File: src/rtl/ww_pkg.sv
// rtl/ww_pkg.sv - shared types and sizing for the ww test-storage block
package ww_pkg;

  localparam int DEF_WIDTH  = 16;
  localparam int DEF_ADDR_W = 5;
  localparam int DEF_N_FF   = 5;
  localparam int DEPTH      = 2 ** DEF_ADDR_W;
  localparam int IDX_W      = (DEF_N_FF > 1) ? $clog2(DEF_N_FF) : 1;

  typedef enum logic [1:0] {
    IDLE   = 2'd0,
    RELOAD = 2'd1,
    ACCESS = 2'd2,
    ACK    = 2'd3
  } ts_state_t;

  // Index width that stays at least one bit for a single flip-flop register.
  function automatic int idx_width(input int n);
    return (n > 1) ? $clog2(n) : 1;
  endfunction

endpackage

File: src/rtl/ww_ts_decode.sv
// rtl/ww_ts_decode.sv - maps an address onto the flip-flop registers placed there
module ww_ts_decode
  import ww_pkg::*;
#(
  parameter int ADDR_W = DEF_ADDR_W,
  parameter int N_FF   = DEF_N_FF,
  parameter int IW     = idx_width(DEF_N_FF)
) (
  input  logic [ADDR_W-1:0]      addr,
  input  logic [N_FF*ADDR_W-1:0] sw_ff_addr,
  output logic [N_FF-1:0]        hit,
  output logic [IW-1:0]          first_idx
);

  // Scan downwards so the lowest-index match is the one that sticks.
  always_comb begin
    hit       = '0;
    first_idx = '0;
    for (int k = N_FF - 1; k >= 0; k--) begin
      if (sw_ff_addr[k*ADDR_W +: ADDR_W] == addr) begin
        hit[k]    = 1'b1;
        first_idx = IW'(k);
      end
    end
  end

endmodule

File: src/rtl/ww_test_storage.sv
// rtl/ww_test_storage.sv - toggle-switch test storage with mappable flip-flop registers
module ww_test_storage
  import ww_pkg::*;
#(
  parameter int WIDTH  = DEF_WIDTH,
  parameter int ADDR_W = DEF_ADDR_W,
  parameter int N_FF   = DEF_N_FF
) (
  input  logic                            clk,
  input  logic                            reset,
  input  logic [(2**ADDR_W)*WIDTH-1:0]    sw_ts,
  input  logic [N_FF*WIDTH-1:0]           sw_ff_preset,
  input  logic [N_FF*ADDR_W-1:0]          sw_ff_addr,
  input  logic                            storage_reset,
  input  logic                            req,
  input  logic                            we,
  input  logic [ADDR_W-1:0]               addr,
  input  logic [WIDTH-1:0]                wdata,
  output logic                            ack,
  output logic [WIDTH-1:0]                rdata,
  output logic                            wr_ignored,
  output logic                            busy,
  output logic [N_FF*WIDTH-1:0]           ff_q
);

  localparam int IW = idx_width(N_FF);

  ts_state_t          state_q;
  logic [IW-1:0]      idx_q;
  logic [WIDTH-1:0]   ffs_q [N_FF];
  logic               ack_q, wr_ign_q, busy_q, pend_q, sr_prev_q;
  logic [WIDTH-1:0]   rdata_q, wdata_q;
  logic               we_q;
  logic [ADDR_W-1:0]  addr_q;

  logic [N_FF-1:0]    hit;
  logic [IW-1:0]      first_idx;
  logic               sr_edge;
  logic [WIDTH-1:0]   ts_word, preset_word;

  ww_ts_decode #(.ADDR_W(ADDR_W), .N_FF(N_FF), .IW(IW)) u_decode (
    .addr       (addr_q),
    .sw_ff_addr (sw_ff_addr),
    .hit        (hit),
    .first_idx  (first_idx)
  );

  // storage_reset is already synchronous to clk, so a single history bit suffices.
  assign sr_edge     = storage_reset & ~sr_prev_q;
  assign ts_word     = sw_ts[addr_q*WIDTH +: WIDTH];
  assign preset_word = sw_ff_preset[idx_q*WIDTH +: WIDTH];

  always_ff @(posedge clk or negedge reset) begin
    if (!reset) begin
      state_q   <= RELOAD;
      idx_q     <= '0;
      for (int k = 0; k < N_FF; k++) ffs_q[k] <= '0;
      ack_q     <= 1'b0;
      rdata_q   <= '0;
      wr_ign_q  <= 1'b0;
      busy_q    <= 1'b1;
      pend_q    <= 1'b0;
      sr_prev_q <= 1'b0;
      we_q      <= 1'b0;
      addr_q    <= '0;
      wdata_q   <= '0;
    end else begin
      sr_prev_q <= storage_reset;
      case (state_q)
        RELOAD: begin
          if (sr_edge) begin
            idx_q <= '0;
          end else begin
            ffs_q[idx_q] <= preset_word;
            if (idx_q == IW'(N_FF - 1)) begin
              state_q <= IDLE;
              busy_q  <= 1'b0;
              pend_q  <= 1'b0;
            end else begin
              idx_q <= idx_q + 1'b1;
            end
          end
        end
        IDLE: begin
          if (sr_edge || pend_q) begin
            state_q <= RELOAD;
            idx_q   <= '0;
            busy_q  <= 1'b1;
            pend_q  <= 1'b0;
          end else if (req) begin
            we_q    <= we;
            addr_q  <= addr;
            wdata_q <= wdata;
            state_q <= ACCESS;
            busy_q  <= 1'b1;
          end
        end
        ACCESS: begin
          if (sr_edge) pend_q <= 1'b1;
          if (we_q) begin
            for (int k = 0; k < N_FF; k++) begin
              if (hit[k]) ffs_q[k] <= wdata_q;
            end
            wr_ign_q <= ~|hit;
          end else begin
            rdata_q  <= (|hit) ? ffs_q[first_idx] : ts_word;
            wr_ign_q <= 1'b0;
          end
          ack_q   <= 1'b1;
          state_q <= ACK;
        end
        ACK: begin
          ack_q    <= 1'b0;
          wr_ign_q <= 1'b0;
          if (pend_q || sr_edge) begin
            state_q <= RELOAD;
            idx_q   <= '0;
            pend_q  <= 1'b0;
            busy_q  <= 1'b1;
          end else begin
            state_q <= IDLE;
            busy_q  <= 1'b0;
          end
        end
        default: state_q <= IDLE;
      endcase
    end
  end

  for (genvar g = 0; g < N_FF; g++) begin : g_pack
    assign ff_q[g*WIDTH +: WIDTH] = ffs_q[g];
  end

  assign ack        = ack_q;
  assign rdata      = rdata_q;
  assign wr_ignored = wr_ign_q;
  assign busy       = busy_q;

endmodule

File: config.mk
export PLATFORM = sky130hd
export DESIGN_NAME = ww_test_storage
export DESIGN_NICKNAME = d
export VERILOG_FILES = /design/src/rtl/ww_pkg.sv /design/src/rtl/ww_ts_decode.sv /design/src/rtl/ww_test_storage.sv
export SDC_FILE = /design/constraint.sdc
export NUM_CORES = 1
export LEC_CHECK = 0
export CORE_AREA = 2 2 287 289
export CTS_CLUSTER_SIZE = 14
export DETAILED_ROUTE_END_ITERATION = 7
export DIE_AREA = 0 0 289 291
export GPL_TIMING_DRIVEN = 0
export PLACE_DENSITY = 0.45
export SLEW_MARGIN = 20
export SYNTH_ARGS = -nofsm -noshare
export SYNTH_HDL_FRONTEND = slang
export SYNTH_SLANG_ARGS = --single-unit
File: constraint.sdc
create_clock -name clk -period 2.6 [get_ports clk]
set_clock_uncertainty 0.15 [all_clocks]
set_input_delay 0.52 -clock clk [delete_from_list [all_inputs] [get_ports clk]]
set_output_delay 0.52 -clock clk [all_outputs]
set_load 0.01 [all_outputs]
**Yosys cells after proc, flatten, opt, wreduce, memory -nomap -nowiden**

Index checks and enable logic that the tools add are counted.

- Memories: 0
- Flip-flop bits (word level): 128
- Bits in latches: 0
- RAM bits: 0
- Output and inout bits: 99
- ROM bits: 0

- Equality and inequality tests: 21
- Mux-type cells: 47
- Reductions and logical operators: 21
- Divide/modulo/power cells: 0
- Magnitude comparators: 3
- $add $sub $neg: 1
- $mul: 0
- Bitwise operators: 6
- Shifts and indexed selects: 2

Operator list:

| cell | count |
|---|---|
| indexed part select 512 x 10 -> 16 bit | 1 |
| 2-to-1 mux 80 bit | 2 |
| case mux 80 bit (2 select lines) | 1 |
| 2-to-1 mux 16 bit | 9 |
| bitwise mux 80 bit | 1 |
| indexed part select 80 x 8 -> 16 bit | 1 |
| binary-select mux 16 bit (select 3 bit) | 1 |
| demux 16 bit (select 3 bit) | 1 |
| AND reduction 4 bit | 7 |
| == test 5 bit | 5 |
| 2-to-1 mux 3 bit | 8 |
| inequality test 2 bit, second input constant | 9 |
| 2-to-1 mux 1 bit | 14 |
| AND reduction 3 bit | 3 |
| >= comparator 4 bit, second input constant | 2 |
| 2-to-1 mux 2 bit | 4 |
| NOT 3 -> 4 bit | 2 |
| case mux 2 bit (4 select lines) | 1 |
| inequality test 3 bit, second input constant | 2 |
| case mux 1 bit (3 select lines) | 2 |
| case mux 3 bit (2 select lines) | 1 |
| nonzero test 2 bit | 3 |
| OR reduction 5 bit | 1 |
| == test 2 bit, second input constant | 2 |
| other kinds (15) | 18 |

**Longest topological paths before layout**

Gate-level depths: netlist of the first run.

- Depth in word-level cells: 11
- Depth in mapped cells: 10
- Depth with buffers taken out: 8

**By module**

From an unflattened synthesis of the first run, not the netlist that was laid out.

- Cells, all modules: 1230
- Area, all modules: 11663.7 um^2

By module, submodules not included:

| module | area an instance (um^2) | seq. area each (um^2) | cells an instance | instances |
|---|---|---|---|---|
| ww_test_storage | 11240.8 | 3205.6 | 1184 | 1 |
| ww_ts_decode | 422.9 | 0.0 | 46 | 1 |

**Worst setup path before layout of the first run**

OpenSTA, ideal clock, no wires.

- Path type: reg2reg
- Start: register state_q[0]
- End: register ffs_q (netlist bit ff_q[10])
- Period minus slack after synthesis: 2757 ps
- Library setup time: 125 ps
- Data arrival time: 2482 ps
- Path buffers: 3
- Cell stages (with the launch flop): 10
- Data required time: 2325 ps
- Setup slack: -157 ps
- Cells stage by stage: dfstp_2 inv_1 ha_1 clkbuf_1 nand2b_1 clkbuf_1 o211ai_1 nor2_1 buf_2 mux2_2

- Word-level cells in the longest chain between the ends: 3
- Elaborated cells on any way between the ends: 8
- Classes of those cells: eq/ne: 5; mux: 1; reduce/logical: 2

Ends and longest elaborated chain:

| element | RTL line | RTL |
|---|---|---|
| from (decl) | ww_test_storage.sv:28 | `ts_state_t state_q;` |
| from (signal assigned) | ww_test_storage.sv:55 | `state_q <= RELOAD;` |
| from (signal assigned) | ww_test_storage.sv:76 | `state_q <= IDLE;` |
| from (signal assigned) | ww_test_storage.sv:86 | `state_q <= RELOAD;` |
| == test 2 bit or == test 2 x 1 -> 1 bit (tied branches) | ww_test_storage.sv:69 | `case (state_q)` |
| inequality test 2 bit (no line) or nonzero test 2 bit (tied branches) | n/a |  |
| AND reduction 4 bit (no line) | n/a |  |
| to (signal, indexed assignment) | ww_test_storage.sv:74 | `ffs_q[idx_q] <= preset_word;` |
| to (signal, indexed assignment) | ww_test_storage.sv:102 | `if (hit[k]) ffs_q[k] <= wdata_q;` |
| to (decl) | ww_test_storage.sv:30 | `logic [WIDTH-1:0] ffs_q [N_FF];` |

Several ways; a longest one is shown, not always the timed one.
A chain may end at the register's enable or synchronous reset.

**Worst setup path after layout of the first run**

- Start: register addr_q[1]
- End: register rdata_q[13], in the netlist rdata[13]

- Word-level cells in the longest chain between the ends: 11
- Elaborated cells on any way between the ends: 22
- Classes of those cells: eq/ne: 5; shift: 1; mux: 14; bitwise: 1; reduce/logical: 1

Ends and longest elaborated chain:

| element | RTL line | RTL |
|---|---|---|
| from (decl) | ww_test_storage.sv:34 | `logic [ADDR_W-1:0] addr_q;` |
| from (signal assigned) | ww_test_storage.sv:92 | `addr_q <= addr;` |
| == test 5 bit | ww_ts_decode.sv:20 | `if (sw_ff_addr[k*ADDR_W +: ADDR_W] == addr) begin` |
| 2-to-1 mux 3 bit (5 in series) | ww_ts_decode.sv:20 |  |
| NOT 3 -> 4 bit (implied by the code) | ww_test_storage.sv:106 | `rdata_q <= (\|hit) ? ffs_q[first_idx] : ts_word;` |
| binary-select mux 16 bit (select 3 bit) | ww_test_storage.sv:106 |  |
| 2-to-1 mux 16 bit (implied by the code) (2 in series) | ww_test_storage.sv:106 |  |
| 2-to-1 mux 16 bit * | ww_test_storage.sv:106 |  |
| to (signal assigned) | ww_test_storage.sv:106 |  |
| to (decl) | ww_test_storage.sv:32 | `logic [WIDTH-1:0] rdata_q, wdata_q;` |

Every way passes the cells marked *; elsewhere a longest branch is shown, timed or not. The select of a mux whose other input is x is not followed.

==> results_dict.tcl, run 1 <==
set metrics [dict create \
    critPathKind "reg -> reg" \
    clk_transition_reported_paths_ns 0.07 \
    power.clock.fraction_pct 12.1 \
    ys.flop_type "dfrtp_1" \
    grt_util_met2_pct 43.3 \
    max_freq_ghz 0.350 \
    placement_rows 105 \
    worstHoldPathCells 2 \
    violated_checks "setup timing" \
    tritoncts_clock_tree "done" \
    async_flop_share_pct 100 \
    firstDrtPassIters 5 \
    cts_inserted_buffers 17 \
    grt_overflow 0 \
    coreArea_um2 81200 \
    yosysSeqAreaShare_pct 28.6 \
    half_perimeter_wire_length_after_placement_mm 86.5 \
    placed_cell_area_um2 20000 \
    share_of_final_layout_standard_cells_stronger_than_drive_strength_1_pct 28.2 \
    pre_cts_ws_ns -1.55 \
    synth.cell_area_um2 11200 \
    clk_sink_count 128 \
    worstHoldPathType "reg -> reg" \
    initial_antenna_violation_count 74 \
    ioPinCount 742 \
    synth_area_per_cell_um2 12.1 \
    numPortBuffers 741 \
    part_of_the_power_in_combinational_logic_pct 72.2 \
    clock_latency_ns 0.45 \
    synth-seq-cells 128 \
    hold_viol 0 \
    ys_types 42 \
    synth-edff-count 0 \
    totalWireLength_mm 101 \
    startpoint_type "register" \
    cts.path.max_buffers 2 \
    grt-busiest-layer "met2" \
    power.sequential.fraction_pct 15.7 \
    drv.max_cap_violation_count 0 \
    vdd_ir_max_mv 0.371 \
    route.detailed.wl_per_inst_um 35.5 \
    setup.worst_path.end_class "register" \
    yosys_warnings 0 \
    nets 2384 \
    syn-num-nets 1577 \
    grt_util_met1_pct 25.5 \
    final_area_um2 22300 \
    layout_worst_path_cycle_share_pct 110 \
    grt_first_pass_wirelength_mm 130 \
    cellLeakagePower_nw 8.33 \
    final_period_minus_worst_setup_slack_ns 2.86 \
    detail_route.vias_per_cell 4.51 \
    cellPowerDensity_nw_per_um2 996 \
    power_switching_share_pct 43.8 \
    final_antenna_net_count 0 \
    fp.dieW_um 289 \
    power.switching_mw 9.74 \
    area_growth_pct 99.2 \
    drv_slew 0 \
    grt_max_degree 66 \
    htree_num_levels 4 \
    number_of_global_route_vias_before_repair 13800 \
    dr_total_vias 12800 \
    worst_pin_slew_ns 0.977 \
    grt_setup_unrepaired "true" \
    dieArea_um2 84100 \
    fp.dieH_um 291 \
    worstPathArrival_ns 3.01 \
    stdcell_count 2839 \
    route.detailed.drc 0 \
    path_max_fanout 10 \
    worst-r2r-cell-count 9 \
    layout_commonest_cell "clkdlybuf4s50_1" \
    cellInternalPower_mw 12.5 \
    netlist_instances 927 \
    cp.required_ns 2.75 \
    run_status "finished with violations" \
    layout_common_cells "clkdlybuf4s50_1, mux4_2, dfrtp_1" \
    final.setup.worst_slack_ns -0.259 \
    gp_congestion 0.949 \
    report.power.total_mw 22.3 \
    ctsRootBufferMaster "clkbuf_16" \
    initial_utilization_pct 13.8 \
    setup_viol_count_final 21 \
    placed_cells 2739 \
    final_core_util_pct 27.5 \
    initialDrtViolationCount 947 \
    grt.met3_usage_pct 6.08 \
    grt_util_overall_pct 23.4 \
    maxSlewHeadroom_pct 34.9 \
]
## cell usage after synthesis, types with 18 or more instances
| cell | instances | area (um2) |
|---|---|---|
| mux4_2 | 164 | 3690 |
| dfrtp_1 | 126 | 3150 |
| mux2_2 | 103 | 1160 |
| o21ai_0 | 90 | 450 |
| nand2_1 | 45 | 169 |
| clkbuf_1 | 42 | 158 |
| nor2_1 | 41 | 154 |
| buf_2 | 26 | 130 |
| inv_1 | 22 | 82.6 |
| nor2b_1 | 22 | 138 |
| a31oi_1 | 21 | 131 |
| a21oi_1 | 18 | 90.1 |
## metrics by stage
step | TNS, ns | hold slack, ns
floorplan | 0 | 0.0744
global placement | -734.84 | 0.323
detailed placement | -110.41 | 0.327
CTS | -4.93 | 0.341
global route | -6.38 | 0.371
finish | -3.17 | 0.338
## per-layer routing
layer	share of wire [%]	vias to the layer above
met2	53	646
met1	36	6602
met4	2.7	30
li1	-	5392
met3	7.3	146
met5	0.19	-
## logic make-up after synthesis
| family | count (synthesis) | synth area share, % |
|---|---|---|
| mux | 279 | 44.3 |
| compound gates | 225 | 13.1 |
| simple gates | 150 | 6.55 |
| flops | 128 | 28.6 |
| buf+inv | 113 | 4.71 |
| xor+xnor | 25 | 1.95 |
| fa+ha+maj | 7 | 0.781 |
## state kept, by name (all words and copies together) (netlist names)
name,count
wdata_q,16
ack,1
ff_q,80
state_q,2
addr_q,5
sr_prev_q,1
pend_q,1
we_q,1
busy,1
rdata,16
idx_q,3
wr_ignored,1
## worst max-delay path, cell delays in order, from the launching register on
cell and delay (ns):
dfrtp_1 0.36, buf_8 0.15, buf_12 0.17, buf_16 0.16, buf_4 0.12, mux4_2 0.48
mux4_2 0.50, nor2b_4 0.16, a211oi_2 0.30, o311ai_1 0.13
## power groups by stage
| stage | clock, mW | combinational (mW) | sequential (mW) |
|---|---|---|---|
| after floorplan | 0 | 7.26 | 3.48 |
| after global placement | 0 | 13.9 | 3.49 |
| after detailed placement | 0 | 13.9 | 3.50 |
| after CTS | 2.74 | 16.2 | 3.51 |
| after global routing | 2.81 | 17.0 | 3.60 |
| final | 2.69 | 16.1 | 3.50 |
## final cells by class
| class | instances | area (um2) |
|---|---|---|
| fillers | 8508 | 58800 |
| repair buffers | 794 | 8120 |
| multi-input cells | 686 | 8090 |
| flip-flops and latches | 128 | 3210 |
| well taps | 1070 | 1340 |
| plain buffers | 85 | 818 |
| clock buffers | 19 | 453 |
| clock inverters | 13 | 184 |
| inverters | 22 | 82.6 |
| diodes | 22 | 55.1 |
## final timing paths
| path | slack, ns | end | start |
|---|---|---|---|
| max | -0.26 | rdata[13] | addr_q[1] |
| min | 0.34 | rdata[7] | rdata[7] |
| max reg2reg | -0.26 | rdata[13] | addr_q[1] |
| min reg2reg | 0.34 | rdata[7] | rdata[7] |
| max in group asynchronous | 1.08 | rdata[5] | reset |
| min in group asynchronous | 0.47 | wdata_q[13] | reset |
## repair_timing
action | in CTS | in global routing
resized for setup | 251 | 24
hold buffers | 1 | 0
cloned | 8 | 1
hold endpoints to repair | 62 | 0
setup buffers | 37 | 6
endpoints found under the setup margin | 117 | 97
pin swaps | 31 | 8
Power figures use the tool's default switching activity.
==> run 2: changes to the inputs <==
--- a/config.mk
+++ b/config.mk
@@ -6,7 +6,7 @@
 export NUM_CORES = 1
 export LEC_CHECK = 0
 export CORE_AREA = 2 2 287 289
-export CTS_CLUSTER_SIZE = 14
+export CTS_CLUSTER_SIZE = 30
 export DETAILED_ROUTE_END_ITERATION = 7
 export DIE_AREA = 0 0 289 291
 export GPL_TIMING_DRIVEN = 0
==> results of run 2 <==
Final layout, timing and power as in run 1 (identical DEF).
